===== src/rtl/ret_mon_pkg.sv =====
// Shared types and constants for the return-address monitor.
// Optional feature macro used by the top: RET_MON_HALT_EN (adds halt_o).
package ret_mon_pkg;

    localparam logic [6:0] OPC_JAL  = 7'b1101111;
    localparam logic [6:0] OPC_JALR = 7'b1100111;

    // RISC-V link registers: ra (x1) and the alternate link t0 (x5)
    localparam logic [4:0] LINK_RA = 5'd1;
    localparam logic [4:0] LINK_T0 = 5'd5;

    typedef enum logic [1:0] {IDLE, RUN, ALARM} ret_mon_state_e;
    typedef enum logic [1:0] {K_NONE, K_CALL, K_RET} ret_mon_kind_e;

    function automatic logic is_link(input logic [4:0] r);
        return (r == LINK_RA) || (r == LINK_T0);
    endfunction

endpackage


===== src/rtl/ret_mon_decode.sv =====
// Combinational classifier: committed instruction -> CALL / RET / NONE.
// A link destination wins, so JALR x1,0(x5) is a call, never a return.
module ret_mon_decode
    import ret_mon_pkg::*;
(
    input  logic [31:0]   instr,
    output ret_mon_kind_e kind
);

    logic [6:0] opcode;
    logic [4:0] rd;
    logic [4:0] rs1;
    logic       unused_bits;

    assign opcode = instr[6:0];
    assign rd     = instr[11:7];
    assign rs1    = instr[19:15];

    // Only opcode/rd/rs1 matter for classification.
    assign unused_bits = ^{instr[31:20], instr[14:12]};

    // Classify the instruction; calls take priority over returns
    always_comb begin
        kind = K_NONE;
        if (opcode == OPC_JAL) begin
            if (is_link(rd)) kind = K_CALL;
        end else if (opcode == OPC_JALR) begin
            if (is_link(rd))       kind = K_CALL;
            else if (is_link(rs1)) kind = K_RET;
        end
    end

endmodule


===== src/rtl/ret_addr_monitor.sv =====
// Return-address monitor: pushes link addresses on calls into the external
// return-address buffer and checks every return target against it.
// Optional macro RET_MON_HALT_EN adds halt_o, high while in ALARM.
module ret_addr_monitor
    import ret_mon_pkg::*;
#(
    parameter int CNT_W  = 8,
    parameter int ADDR_W = 32
) (
    input  logic              clk_i,
    input  logic              rst_ni,
    input  logic              enable_i,
    input  logic              clear_i,
    input  logic              commit_valid_i,
    input  logic [31:0]       commit_instr_i,
    input  logic              commit_compressed_i,
    input  logic [ADDR_W-1:0] commit_pc_i,
    input  logic [ADDR_W-1:0] commit_target_i,
    output logic              buf_write_o,
    output logic [ADDR_W-1:0] buf_data_o,
    output logic [ADDR_W-1:0] buf_find_o,
    input  logic              buf_hit_i,
    output logic              violation_o,
    output logic [ADDR_W-1:0] violation_pc_o,
    output logic [ADDR_W-1:0] violation_target_o,
    output logic [CNT_W-1:0]  violation_cnt_o
`ifdef RET_MON_HALT_EN
    ,
    output logic              halt_o
`endif
);

    ret_mon_state_e    state_reg, state_next;
    ret_mon_kind_e     dec_kind;
    ret_mon_kind_e     s2_kind_reg;
    logic [ADDR_W-1:0] s2_pc_reg;
    logic [ADDR_W-1:0] link_reg;
    logic [ADDR_W-1:0] find_reg;
    logic              viol_reg;
    logic [ADDR_W-1:0] vpc_reg;
    logic [ADDR_W-1:0] vtgt_reg;
    logic [CNT_W-1:0]  cnt_reg;
    logic [CNT_W-1:0]  cnt_inc;

    logic capture;
    logic s2_live;
    logic miss;

    ret_mon_decode u_decode (
        .instr (commit_instr_i),
        .kind  (dec_kind)
    );

    assign capture = commit_valid_i && (state_reg != IDLE);
    // Dropping enable squashes whatever sits in stage 2 this very cycle.
    assign s2_live = enable_i && (state_reg != IDLE);
    assign miss    = s2_live && (s2_kind_reg == K_RET) && !buf_hit_i;
    assign cnt_inc = (cnt_reg == {CNT_W{1'b1}}) ? cnt_reg : cnt_reg + CNT_W'(1);

    // Stage-1 register: latch the decoded op; link/find values held between ops
    always_ff @(posedge clk_i or negedge rst_ni) begin
        if (!rst_ni) begin
            s2_kind_reg <= K_NONE;
            s2_pc_reg   <= '0;
            link_reg    <= '0;
            find_reg    <= '0;
        end else begin
            s2_kind_reg <= capture ? dec_kind : K_NONE;
            if (capture && dec_kind == K_CALL) begin
                link_reg <= commit_pc_i + (commit_compressed_i ? ADDR_W'(2) : ADDR_W'(4));
            end
            if (capture && dec_kind == K_RET) begin
                find_reg  <= commit_target_i;
                s2_pc_reg <= commit_pc_i;
            end
        end
    end

    // Alarm bookkeeping: a miss beats a coincident clear; first miss is captured
    always_ff @(posedge clk_i or negedge rst_ni) begin
        if (!rst_ni) begin
            viol_reg <= 1'b0;
            vpc_reg  <= '0;
            vtgt_reg <= '0;
            cnt_reg  <= '0;
        end else if (miss) begin
            viol_reg <= 1'b1;
            cnt_reg  <= clear_i ? CNT_W'(1) : cnt_inc;
            if (!viol_reg || clear_i) begin
                vpc_reg  <= s2_pc_reg;
                vtgt_reg <= find_reg;
            end
        end else if (clear_i) begin
            viol_reg <= 1'b0;
            vpc_reg  <= '0;
            vtgt_reg <= '0;
            cnt_reg  <= '0;
        end
    end

    // Next-state logic; disabling always wins and sends the FSM to IDLE
    always_comb begin
        state_next = state_reg;
        case (state_reg)
            IDLE:    state_next = viol_reg ? ALARM : RUN;
            RUN:     if (miss) state_next = ALARM;
            ALARM:   if (clear_i && !miss) state_next = RUN;
            default: state_next = IDLE;
        endcase
        if (!enable_i) state_next = IDLE;
    end

    // State register
    always_ff @(posedge clk_i or negedge rst_ni) begin
        if (!rst_ni) state_reg <= IDLE;
        else         state_reg <= state_next;
    end

    assign buf_write_o        = s2_live && (s2_kind_reg == K_CALL);
    assign buf_data_o         = link_reg;
    assign buf_find_o         = find_reg;
    assign violation_o        = viol_reg;
    assign violation_pc_o     = vpc_reg;
    assign violation_target_o = vtgt_reg;
    assign violation_cnt_o    = cnt_reg;
`ifdef RET_MON_HALT_EN
    assign halt_o             = (state_reg == ALARM);
`endif

endmodule

===== config.mk =====
export PLATFORM = sky130hd
export DESIGN_NAME = ret_addr_monitor
export DESIGN_NICKNAME = d
export VERILOG_FILES = /design/src/rtl/ret_mon_pkg.sv /design/src/rtl/ret_mon_decode.sv /design/src/rtl/ret_addr_monitor.sv
export SDC_FILE = /design/constraint.sdc
export NUM_CORES = 1
export LEC_CHECK = 0
export ABC_CLOCK_PERIOD_IN_PS = 2800
export BUFFER_PORTS_ARGS = -buffer_cell sky130_fd_sc_hd__clkbuf_2
export CAP_MARGIN = 20
export CORE_MARGIN = 4
export CORE_UTILIZATION = 50
export CTS_CLUSTER_DIAMETER = 60
export DETAILED_ROUTE_END_ITERATION = 8
export GPL_TIMING_DRIVEN = 0
export PLACE_DENSITY = 0.79
export SLEW_MARGIN = 20
export SYNTH_ARGS = -nofsm -noshare
export SYNTH_HDL_FRONTEND = slang
export SYNTH_SLANG_ARGS = --single-unit

===== constraint.sdc =====
create_clock -name clk_i -period 2.8 [get_ports clk_i]
set_clock_uncertainty 0.15 [all_clocks]
set_input_delay 0.14 -clock clk_i [delete_from_list [all_inputs] [get_ports clk_i]]
set_output_delay 0.14 -clock clk_i [all_outputs]
set_load 0.1 [all_outputs]

==> results by group <==
Setup path
  • Critical Path AT: 2.86 ns
  • Worst setup EP type: flop
  • Buffers and inverters on the worst path: 2
  • Cell mode on critical path: or4_1
  • Worst setup path endpoint: buf_data_o[31]$_DFFE_PN0P_
  • Critical-path cell list: dlygate4sd3_1, clkbuf_2, ha_1, fa_1, nand4_1, or4_1, or4_1, a31oi_1
  • Family with the most delay on the worst path: simple AND/OR/NAND/NOR gates
  • Max FO, Critical Path: 10
  • Crit-path max cell delay: between 0.6 and 0.7 ns
  • Setup crit start kind: input pin
  • FF-to-FF setup slack: 0.21 ns
  • R2R depth: 6
  • WP depth: 8
  • CP startpoint: commit_compressed_i
  • CP Class: in2reg
  • Crit-path slowest cell: or4_1
  • Worst path required time: 2.99 ns
  • Worst R2R End: violation_target_o[2]$_DFFE_PN0P_
  • Worst reg2reg path startpoint: state_reg[1]$_DFFE_PN0P_

Synth
  • Sequential fraction of the synthesis area: between 60% and 70%
  • EDFF count, synth: 0
  • Asr flop ratio synth: between 90% and 100%
  • Post-synthesis cell count: ~570
  • Avg Inst Size Synth: between 10 and 15 sq um
  • Syn_nets: approximately 680
  • Top FF cell, synth: dfrtp_1
  • Number of synthesized register bits: 173
  • Netlist area before placement: 0.00714 sq mm
  • Synth cell types: 43
  • Synth Warn #: 0

Power and ir drop
  • P_sw: about 1.2 mW
  • Switching Fraction: between 20% and 30%
  • Seq pwr share: about half
  • Clock power frac: 43.7%
  • Maximum vdd drop: 0.382 mV
  • PD cells: around 530 mW/mm^2
  • Gate power share: between 7 and 8%
  • Design Power: approximately 5.2 mW
  • Pleak: around 5.1 nW
  • Cell Int Power: 4.03 mW

Die
  • Core Box Area: 0.0139 sq mm
  • Row cnt: 43
  • Die ar.: ~0.016 sq mm
  • Die width: roughly 130 microns
  • Initial core utilization: just over 50%
  • Ports: around 240
  • Die extent in y: around 130 microns

Clocking
  • Max Root-Sink Buffers: 2
  • TritonCTS clock tree: yes
  • TritonCTS Buffers: 17
  • Worst-path clk slew: about 0.06 ns
  • Clock latency on the worst-skew pair: ~0.42 ns
  • TritonCTS Sinks: roughly 170
  • H-Tree Depth: 4
  • CTS root buffer: clkbuf_16

STA
  • FMAX: 374 MHz
  • Slew Limit Headroom: between 50% and 60%
  • Fin. Hold Viols: 0
  • Max Slew Vio Count: 0
  • Setup violators final: 0
  • Tmin final: 2.67 ns
  • Least-Margin Pin Slew: between 0.6 and 0.7 ns
  • Final worst setup slack: approximately 0.13 ns
  • Unrepaired setup endpoints after global routing: false
  • Crit share post-route: 95.5%
  • Final hold slack: between 0.03 and 0.04 ns

Final layout
  • Cell Count, Final, Fillers Out: around 1100
  • Most frequent cells in the layout: 222 x clkbuf_2, 173 x dfrtp_1, 69 x dlygate4sd3_1, 64 x mux2_2, 64 x a22o_1
  • Commonest non-fill, non-tap cell in the layout: clkbuf_2
  • NumNets Final: between 900 and 1000
  • Area delta synth->final: 37.9%
  • Number of fill cells in the layout: roughly 960
  • Number of diodes: 0
  • Share of cells above drive strength 1: around 37%
  • Cell area after layout: about 0.0098 sq mm

Detailed routing
  • First-pass DRT Iterations: 6
  • Routed WL: 20.2 mm
  • DRC: 0
  • Final ANT Viol Nets: 0
  • Vias/cell: ~5.6
  • Initial DRC Count: 402
  • Routed len/inst: between 15 and 20 microns
  • Via count: approximately 6100

Place
  • PortBufs: around 220
  • DPL Wire Length: around 14 mm
  • Placed Cells: ~1000
  • Routability cong.: 0.881
  • Pre-CTS setup slack: 0.176 ns
  • Area of placed instances: between 0.008 and 0.009 sq mm

Run status
  • Status: complete, no violations

Global routing
  • Largest net degree at the start of global routing: between 60 and 70
  • Total track usage: between 20% and 30%
  • Total grt overflow: 0
  • First-pass GRT wire length: between 30 and 40 mm
  • Initial antenna violation count: 0
  • Vias in the first global route: 6259

Min path
  • Worst hold path type: in2reg

Run
  • Max cap viols: 0
-- layer usage --
layer	global-route usage, %	share of wire [%]	vias up	wire [microns]
li1	-	-	2763	-
met1	32.3	40	2994	8070
met2	42.0	50	254	10200
met3	5.60	6.5	56	1320
met4	11.0	3.2	0	636
met5	0	0	-	0
-- timing repair --
action	in CTS	in global routing
resized for setup	0	1
hold buffers	69	0
setup buffers	0	2
endpoints found under the setup margin	0	56
hold endpoints to repair	270	0
-- logic make-up (layout without fill, tap and decap cells) --
family	after synthesis	in the layout	synth area share, %
compound gates	127	127	13.3
xor+xnor	13	13	1.59
fa+ha+maj	4	4	0.806
buf+inv	43	370	2.42
flops	173	173	60.6
mux	65	65	10.2
simple gates	146	146	11.0
-- how the worst min path moves through the flow --
stage / startpoint / to / slack [ns] / depth (start not counted)
after CTS: buf_hit_i / violation_cnt_o[2]$_DFFE_PN0P_ / 0.009 / 5
final: buf_hit_i / violation_cnt_o[2]$_DFFE_PN0P_ / 0.04 / 5
after detailed placement: rst_ni / violation_cnt_o[3]$_DFFE_PN0P_ / -0.02 / 1
after global placement: enable_i / state_reg[1]$_DFFE_PN0P_ / 0.22 / 3
after global routing: buf_hit_i / violation_cnt_o[2]$_DFFE_PN0P_ / 0.08 / 5
after floorplan: rst_ni / buf_data_o[0]$_DFFE_PN0P_ / -0.31 / 0
-- worst min-delay path, delay by kind of cell --
kind,cells,cell delay (ns)
xor+xnor,1,0.07
buf+inv,1,0.08
compound gates,1,0.10
simple gates,2,0.17
-- through the flow --
stage / utilization (%) / TNS [ns]
after global placement: 60.9 / -251.65
after floorplan: - / 0
after global routing: 70.7 / 0
after detailed placement: 61.5 / 0
after CTS: 70.5 / 0
final: 70.7 / 0
-- cell usage after synthesis (2+ instances only) --
library cell | count | area share [%]
buf_2 | 9 | 0.63
ha_1 | 3 | 0.53
a31oi_1 | 12 | 1.1
and4_1 | 3 | 0.37
mux2_2 | 64 | 10
nor2_1 | 23 | 1.2
xor2_1 | 2 | 0.25
nor3_1 | 5 | 0.35
and3_1 | 5 | 0.44
inv_1 | 10 | 0.53
nor4_1 | 5 | 0.44
nand3_1 | 18 | 1.3
xnor2_1 | 11 | 1.3
a21oi_1 | 12 | 0.84
o21a_1 | 2 | 0.21
o31ai_1 | 8 | 0.84
o211ai_1 | 7 | 0.74
clkbuf_1 | 23 | 1.2
or4_1 | 19 | 2.0
nand3b_1 | 2 | 0.21
nand2_1 | 38 | 2.0
nand4_1 | 12 | 1.1
or3_1 | 7 | 0.61
a22o_1 | 64 | 7.9
dfrtp_1 | 173 | 61
o21ai_0 | 17 | 1.2
-- power groups by stage --
stage | combinational, mW | sequential (mW) | clock, mW
finish | 0.400 | 2.53 | 2.27
global route | 0.437 | 2.53 | 2.42
CTS | 0.397 | 2.53 | 2.31
detailed placement | 0.319 | 2.57 | 0
global placement | 0.297 | 2.57 | 0
floorplan | 0.0790 | 2.63 | 0
-- final cells by class --
| cell class | instances | area, sq um | share of cell area (%) |
|---|---|---|---|
| Clock inverter | 5 | 55.1 | 0.559 |
| Clock buffer | 26 | 519 | 5.27 |
| Timing Repair Buffer | 297 | 1890 | 19.2 |
| Tap cell | 180 | 225 | 2.29 |
| Sequential cell | 173 | 4330 | 44.0 |
| Buffer | 32 | 131 | 1.33 |
| Inverter | 10 | 37.5 | 0.381 |
| Multi-Input combinational cell | 355 | 2660 | 27.0 |
Note: power is estimated with default switching activity, not from simulation.
